`src/rtl/vga_timing_gen.sv`:
```
// vga_timing_gen: parametrised raster timing generator.
// Produces x/y counts, hsync/vsync with selectable polarity and a display enable.
// It also produces line/frame start strobes and a frame counter. Counting
// advances only on clocks where the pixel enable ce is high. An output
// pipeline of DELAY stages keeps every output aligned to the same pixel slot.
// Optional feature macro: VGA_TIMING_FRAME_CNT_EN builds the frame counter;
// without it frame_count is tied to zero.
module vga_timing_gen #(
    parameter int   H_VISIBLE = 640,
    parameter int   H_FRONT   = 16,
    parameter int   H_SYNC    = 96,
    parameter int   H_BACK    = 48,
    parameter int   V_VISIBLE = 480,
    parameter int   V_FRONT   = 10,
    parameter int   V_SYNC    = 2,
    parameter int   V_BACK    = 33,
    parameter logic HS_POL    = 1'b0,
    parameter logic VS_POL    = 1'b0,
    parameter int   CW        = 10,
    parameter int   DELAY     = 2,
    parameter int   FW        = 8
) (
    input  logic          clk,
    input  logic          reset,
    input  logic          ce,
    output logic [CW-1:0] x,
    output logic [CW-1:0] y,
    output logic          hsync,
    output logic          vsync,
    output logic          display_on,
    output logic          line_start,
    output logic          frame_start,
    output logic [FW-1:0] frame_count
);

    localparam int     H_TOTAL = H_VISIBLE + H_FRONT + H_SYNC + H_BACK;
    localparam int     V_TOTAL = V_VISIBLE + V_FRONT + V_SYNC + V_BACK;
    localparam longint CNT_LIM = longint'(1) << CW;

    // Range limits are expressed as inclusive last values so that every
    // constant fits in CW bits even when a following porch is zero.
    localparam logic [CW-1:0] H_LAST     = CW'(H_TOTAL - 1);
    localparam logic [CW-1:0] V_LAST     = CW'(V_TOTAL - 1);
    localparam logic [CW-1:0] H_VIS_LAST = CW'(H_VISIBLE - 1);
    localparam logic [CW-1:0] V_VIS_LAST = CW'(V_VISIBLE - 1);
    localparam logic [CW-1:0] HS_FIRST   = CW'(H_VISIBLE + H_FRONT);
    localparam logic [CW-1:0] HS_LAST    = CW'(H_VISIBLE + H_FRONT + H_SYNC - 1);
    localparam logic [CW-1:0] VS_FIRST   = CW'(V_VISIBLE + V_FRONT);
    localparam logic [CW-1:0] VS_LAST    = CW'(V_VISIBLE + V_FRONT + V_SYNC - 1);

    // Reject configurations whose counts cannot be represented in CW bits.
    generate
        if (longint'(H_TOTAL) > CNT_LIM || longint'(V_TOTAL) > CNT_LIM) begin : g_cw_check
            $error("vga_timing_gen: H_TOTAL-1 or V_TOTAL-1 does not fit in CW bits");
        end
        if (H_VISIBLE < 1 || V_VISIBLE < 1 || H_SYNC < 1 || V_SYNC < 1) begin : g_zero_check
            $error("vga_timing_gen: visible and sync widths must be at least 1");
        end
        if (DELAY < 0 || DELAY > 4) begin : g_delay_check
            $error("vga_timing_gen: DELAY must be in 0..4");
        end
    endgenerate

    // One pixel slot worth of decoded timing information.
    typedef struct packed {
        logic [CW-1:0] x;
        logic [CW-1:0] y;
        logic          hs;
        logic          vs;
        logic          de;
        logic          ls;
        logic          fs;
    } tap_t;

    localparam tap_t TAP_RST = {{CW{1'b0}}, {CW{1'b0}}, ~HS_POL, ~VS_POL, 3'b000};

    logic [CW-1:0] h;
    logic [CW-1:0] v;
    tap_t          tap_d;
    tap_t          tap_out;

    // Horizontal and vertical raster counters, stepped once per pixel slot.
    always_ff @(posedge clk or posedge reset) begin
        if (reset) begin
            h <= '0;
            v <= '0;
        end else if (ce) begin
            if (h == H_LAST) begin
                h <= '0;
                if (v == V_LAST) begin
                    v <= '0;
                end else begin
                    v <= v + CW'(1);
                end
            end else begin
                h <= h + CW'(1);
            end
        end
    end

    // Decode of the current counter position into sync, enable and strobe bits.
    always_comb begin
        tap_d.x  = h;
        tap_d.y  = v;
        tap_d.hs = ((h >= HS_FIRST) && (h <= HS_LAST)) ? HS_POL : ~HS_POL;
        tap_d.vs = ((v >= VS_FIRST) && (v <= VS_LAST)) ? VS_POL : ~VS_POL;
        tap_d.de = (h <= H_VIS_LAST) && (v <= V_VIS_LAST);
        tap_d.ls = (h == '0);
        tap_d.fs = (h == '0) && (v == '0);
    end

    generate
        if (DELAY == 0) begin : g_nodly
            assign tap_out = tap_d;
        end else begin : g_dly
            tap_t tap_p [DELAY];

            // Output delay line; every stage advances only in a pixel slot.
            always_ff @(posedge clk or posedge reset) begin
                if (reset) begin
                    for (int i = 0; i < DELAY; i++) begin
                        tap_p[i] <= TAP_RST;
                    end
                end else if (ce) begin
                    tap_p[0] <= tap_d;
                    for (int i = 1; i < DELAY; i++) begin
                        tap_p[i] <= tap_p[i-1];
                    end
                end
            end

            assign tap_out = tap_p[DELAY-1];
        end
    endgenerate

`ifdef VGA_TIMING_FRAME_CNT_EN
    logic [FW-1:0] fc;

    // Completed-frame counter, bumped on the slot that ends the last line.
    always_ff @(posedge clk or posedge reset) begin
        if (reset) begin
            fc <= '0;
        end else if (ce && (h == H_LAST) && (v == V_LAST)) begin
            fc <= fc + FW'(1);
        end
    end

    generate
        if (DELAY == 0) begin : g_fc_nodly
            assign frame_count = fc;
        end else begin : g_fc_dly
            logic [FW-1:0] fc_p [DELAY];

            // Frame count travels through the same number of stages as the taps.
            always_ff @(posedge clk or posedge reset) begin
                if (reset) begin
                    for (int i = 0; i < DELAY; i++) begin
                        fc_p[i] <= '0;
                    end
                end else if (ce) begin
                    fc_p[0] <= fc;
                    for (int i = 1; i < DELAY; i++) begin
                        fc_p[i] <= fc_p[i-1];
                    end
                end
            end

            assign frame_count = fc_p[DELAY-1];
        end
    endgenerate
`else
    assign frame_count = '0;
`endif

    assign x          = tap_out.x;
    assign y          = tap_out.y;
    assign hsync      = tap_out.hs;
    assign vsync      = tap_out.vs;
    assign display_on = tap_out.de;
    // Gating with ce keeps each strobe one clk wide even when slots span many clks.
    assign line_start  = tap_out.ls & ce;
    assign frame_start = tap_out.fs & ce;

endmodule

```
`config.mk`:
```
export PLATFORM = sky130hd
export DESIGN_NAME = vga_timing_gen
export DESIGN_NICKNAME = d
export VERILOG_FILES = /design/src/rtl/vga_timing_gen.sv
export SDC_FILE = /design/constraint.sdc
export NUM_CORES = 1
export LEC_CHECK = 0
export CORE_ASPECT_RATIO = 1.25
export CORE_UTILIZATION = 55
export DETAILED_ROUTE_END_ITERATION = 6
export PLACE_DENSITY = 0.88
export SYNTH_ARGS = -nofsm -noshare
export SYNTH_HDL_FRONTEND = slang
export SYNTH_SLANG_ARGS = --single-unit
```
`constraint.sdc`:
```
create_clock -name clk -period 3.7 [get_ports clk]
set_input_delay 0.74 -clock clk [delete_from_list [all_inputs] [get_ports clk]]
set_output_delay 0.74 -clock clk [all_outputs]
set_load 0.02 [all_outputs]
```
# --- Word level (Yosys, flattened, before mapping) ---
# Cells that the tools add are included.
# Widths: inputs -> output; s select.
totals:
  ff_bits: 70
  in_bits: 3
  output_inout_bits: 33
  wordCells: 39
op_classes:
  add_sub_neg: 2
  order_cmp: 6
  n_eq_ne: 2
  muxes: 4
  bitwise: 2
  n_reduce_logical: 7
ops:
  columns: ["operator", "n"]
  rows:
  - ["$add 10x1->10 const B", 2]
  - ["$eq 10x10->1 const B", 2]
  - ["$le 10x10->1 const B", 2]
  - ["$le 10x9->1 const B", 2]
  - ["$logic_not 10->1", 2]
  - ["$mux 10", 2]
  - ["$ge 10x10->1 const B", 1]
  - ["$ge 10x9->1 const B", 1]
  - ["$logic_and 1x1->1", 4]
  - ["$and 1x1->1", 2]
  - ["$mux 1", 2]
  - ["$reduce_and 2->1", 1]

# --- Depth between registers and ports, before layout ---
depth:
  ltp_word: 3
  depth_mapped: 6
  ltp_nobuf: 6

# --- Worst setup path after synthesis ---
# OpenSTA, ideal clock, no wires.
synth_path:
  path_kind: "input-to-output"
  start: "in ce"
  end: "out frame_start"
  arrival_time_ps: 1717
  required_ps: 2960
  setup_slack_ps: 1243
  path_stages: 4
  path_buffers: 3
  cell_sequence: "clkbuf_8 -> clkbuf_1 -> clkbuf_1 -> and2_1"
synth_via:
  elab_chain_cells: 1
synth_lines:
  columns: ["item", "line", "source"]
  rows:
  - ["start: declaration", "25", "input logic ce,"]
  - ["$and 1x1->1", "182", "assign frame_start = tap_out.fs & ce;"]
  - ["end: declaration", "32", "output logic frame_start,"]
# No other way between the ends.

# --- Worst setup path in the final report ---
# Same ends and word-level chain as after synthesis.

==> impl_metrics.yaml <==
logic_synthesis:
  ys_seq_area_share_pct: 53.86
  yosys.cell_types.count: 39
  async_flop_share_pct: 100.0
  ys_warn_count: 0
  synth_flop_cell: "dfrtp_1"
  synth_cells: 263
  synth-edff-count: 0
  synth_area_um2: 3262
  ys_ff_latch: 70
  avgSynthCellArea_um2: 12.40
finish:
  seq_area_um2: 1757
  final_common_cell: "dfrtp_1"
  diodes: 0
  layout_common_cells: "dfrtp_1 (66), mux2_2 (46), clkdlybuf4s50_1 (26), nand2_1 (11)"
  multi_input_area_um2: 1200
  syn_to_final_growth_pct: 8.094
  final_cells: 342
  drive_above_1_share_pct: 26.09
  num-fill-cells: 488
  final_nets: 279
clock_network:
  post_cts_buffers: 0
  clk_latency_ns: 0.34
  clkSlewWorstSetupHoldPaths_ns: 0.07
  ctsResizeCount: 0
  numCtsBuffers: 9
  cts_tree: "yes"
  cts_hold_buf: 0
  cts_buffer_depth: 2
  clkSinkCount: 70
  cts_max_level: 3
  root_buffer: "clkbuf_8"
grt:
  gr-total-overflow: 0
  grt_antenna_before_repair: 0
  first_global_vias: 1855
  grt_max_degree: 71
  grt_pass1_wl_um: 8252
  track_usage_pct: 17.94
route:
  ant_nets: 0
  drt_pass1_iterations: 6
  drc: 0
  via_per_inst: 5.436
  vias: 1859
  wl_per_cell_um: 14.27
  drt_iter0_markers: 92
  drt-total-wl_um: 4880
floorplan:
  die_area_um2: 6245
  ios: 36
  coreArea_um2: 5741
  die_h_um: 88.10
  num_rows: 31
  initial_utilization_pct: 56.82
  die_w_um: 70.88
run:
  cap_viol_max_count: 0
critical_path:
  worstPathMaxFanout: 27
  slowest_stage: "clkdlybuf4s50_1"
  timing.rr.end: "v[8]"
  ff2ff_path_depth: 5
  endpoint: "frame_start"
  critPathLaunchType: "input port"
  crit_arrival_ns: 1.95
  critPathMaxStageDelay_ns: 0.59
  end_kind: "output port"
  r2r_slack_ns: 1.66
  cp_cell_sequence: "buf_2, and2_1, clkdlybuf4s50_1"
  required_ns: 2.96
  startpoint: "ce"
  r2r-start: "h[0]"
  setup.worst_path.class: "input port to output port"
timing:
  clock.fmax_mhz: 371.7
  final_hold_viol_count: 0
  final_max_slew_viol_count: 0
  setup_viol_count_final: 0
  final.setup.tns_ns: 0
  rsz0062_at_grt: "no"
  worstMarginPinSlew_ns: 0.8040
  min_period_over_period_pct: 72.71
  slew-limit-headroom_pct: 45.95
  period_needed_ns: 2.690
  fin_worst_skew_ns: 0.006651
power:
  p_leak_nw: 1.589
  peakVddDrop_mv: 0.2889
  cellPowerDensity_nw_per_um2: 518.1
  total_power_w: 0.001827
placed_design:
  place_congestion: 0.8080
  port_buffers: 27
  placed_cells: 326
  dpl.hpwl_um: 3258
hold_path:
  holdPathStages: 1
  hold_path.class: "flip-flop to flip-flop"
outcome:
  status: "finished clean"
[cell usage after synthesis, types with 2 or more instances]
master / instances / share of area (%)
and3_1: 4 / 0.77
mux2i_1: 3 / 0.92
nand4_1: 5 / 0.96
clkbuf_8: 3 / 1.3
dfstp_2: 4 / 3.2
o21ai_0: 9 / 1.4
inv_1: 11 / 1.3
or3_1: 2 / 0.38
o22ai_1: 2 / 0.38
dfrtp_1: 66 / 51
nor2b_1: 2 / 0.38
nor3_1: 4 / 0.61
ha_1: 5 / 1.9
nor2_1: 10 / 1.2
nand4b_1: 2 / 0.54
clkbuf_1: 6 / 0.69
or4_4: 2 / 0.69
nand3_1: 7 / 1.1
xor2_1: 3 / 0.81
buf_4: 28 / 6.4
a21oi_1: 4 / 0.61
and2_1: 3 / 0.58
xnor2_1: 7 / 1.9
nand2_1: 11 / 1.3
mux2_2: 46 / 16
[registers in the layout (all words and copies together), names as in the netlist]
name	flops
display_on	1
g_dly.tap_p	27
h	10
hsync	1
v	10
vsync	1
x	10
y	10
[layer usage]
| metal | up-vias | global-route usage (%) | routed length (um) |
|---|---|---|---|
| li1 | 892 | - | - |
| met1 | 921 | 20.50 | 2147 |
| met2 | 36 | 29.90 | 2445 |
| met3 | 10 | 5.178 | 160 |
| met4 | 0 | 11.27 | 126 |
| met5 | - | 0 | 0 |
[area by class of cell]
cell class	count	area share [%]
Timing Repair Buffer	29	8.304
Multi-Input combinational cell	150	34.03
Inverter	11	1.171
Clock buffer	14	4.045
Sequential cell	70	49.82
Tap cell	66	2.342
Clock inverter	2	0.2839
[through the flow]
| step | area (um^2) | setup slack, ns | hold slack (ns) | util (%) |
|---|---|---|---|---|
| 2_1_floorplan | 3288 | 1.198 | 0.4649 | - |
| 6_report | 3526 | 1.010 | 0.5024 | 61.42 |
| 3_3_place_gp | 3373 | 1.002 | 0.4814 | 58.76 |
| 3_5_place_dp | 3373 | 1.005 | 0.4892 | 58.76 |
| 5_1_grt | 3526 | 0.9391 | 0.5194 | 61.42 |
| 4_1_cts | 3526 | 1.011 | 0.5051 | 61.42 |
[where the power goes]
part,switching (W),internal (W)
logic,0.000163,0.000180
registers,0.000112,0.000873
clock network,0.000256,0.000242
[worst min path at each step]
stage	start	to	slack, ns
after floorplan	g_dly.tap_p[28]	g_dly.tap_p[28]	0.46
after global placement	g_dly.tap_p[28]	g_dly.tap_p[28]	0.48
after detailed placement	g_dly.tap_p[1]	g_dly.tap_p[1]	0.49
after CTS	g_dly.tap_p[1]	g_dly.tap_p[1]	0.51
after global routing	g_dly.tap_p[35]	y[5]	0.52
final	g_dly.tap_p[1]	g_dly.tap_p[1]	0.50
[critical path, delay by kind of cell]
kind	cells	cell delay (ns)
buf+inv	2	1.00
simple gates	1	0.20
[cell families after synthesis]
family	count (synthesis)	synth area share (%)
buf+inv	50	10.16
other cells	1	0.1150
compound gates	17	2.992
fa+ha+maj	5	1.918
flops	70	53.85
mux	49	16.80
simple gates	61	11.47
xor+xnor	10	2.685
Note: power is estimated with default switching activity, not from simulation.
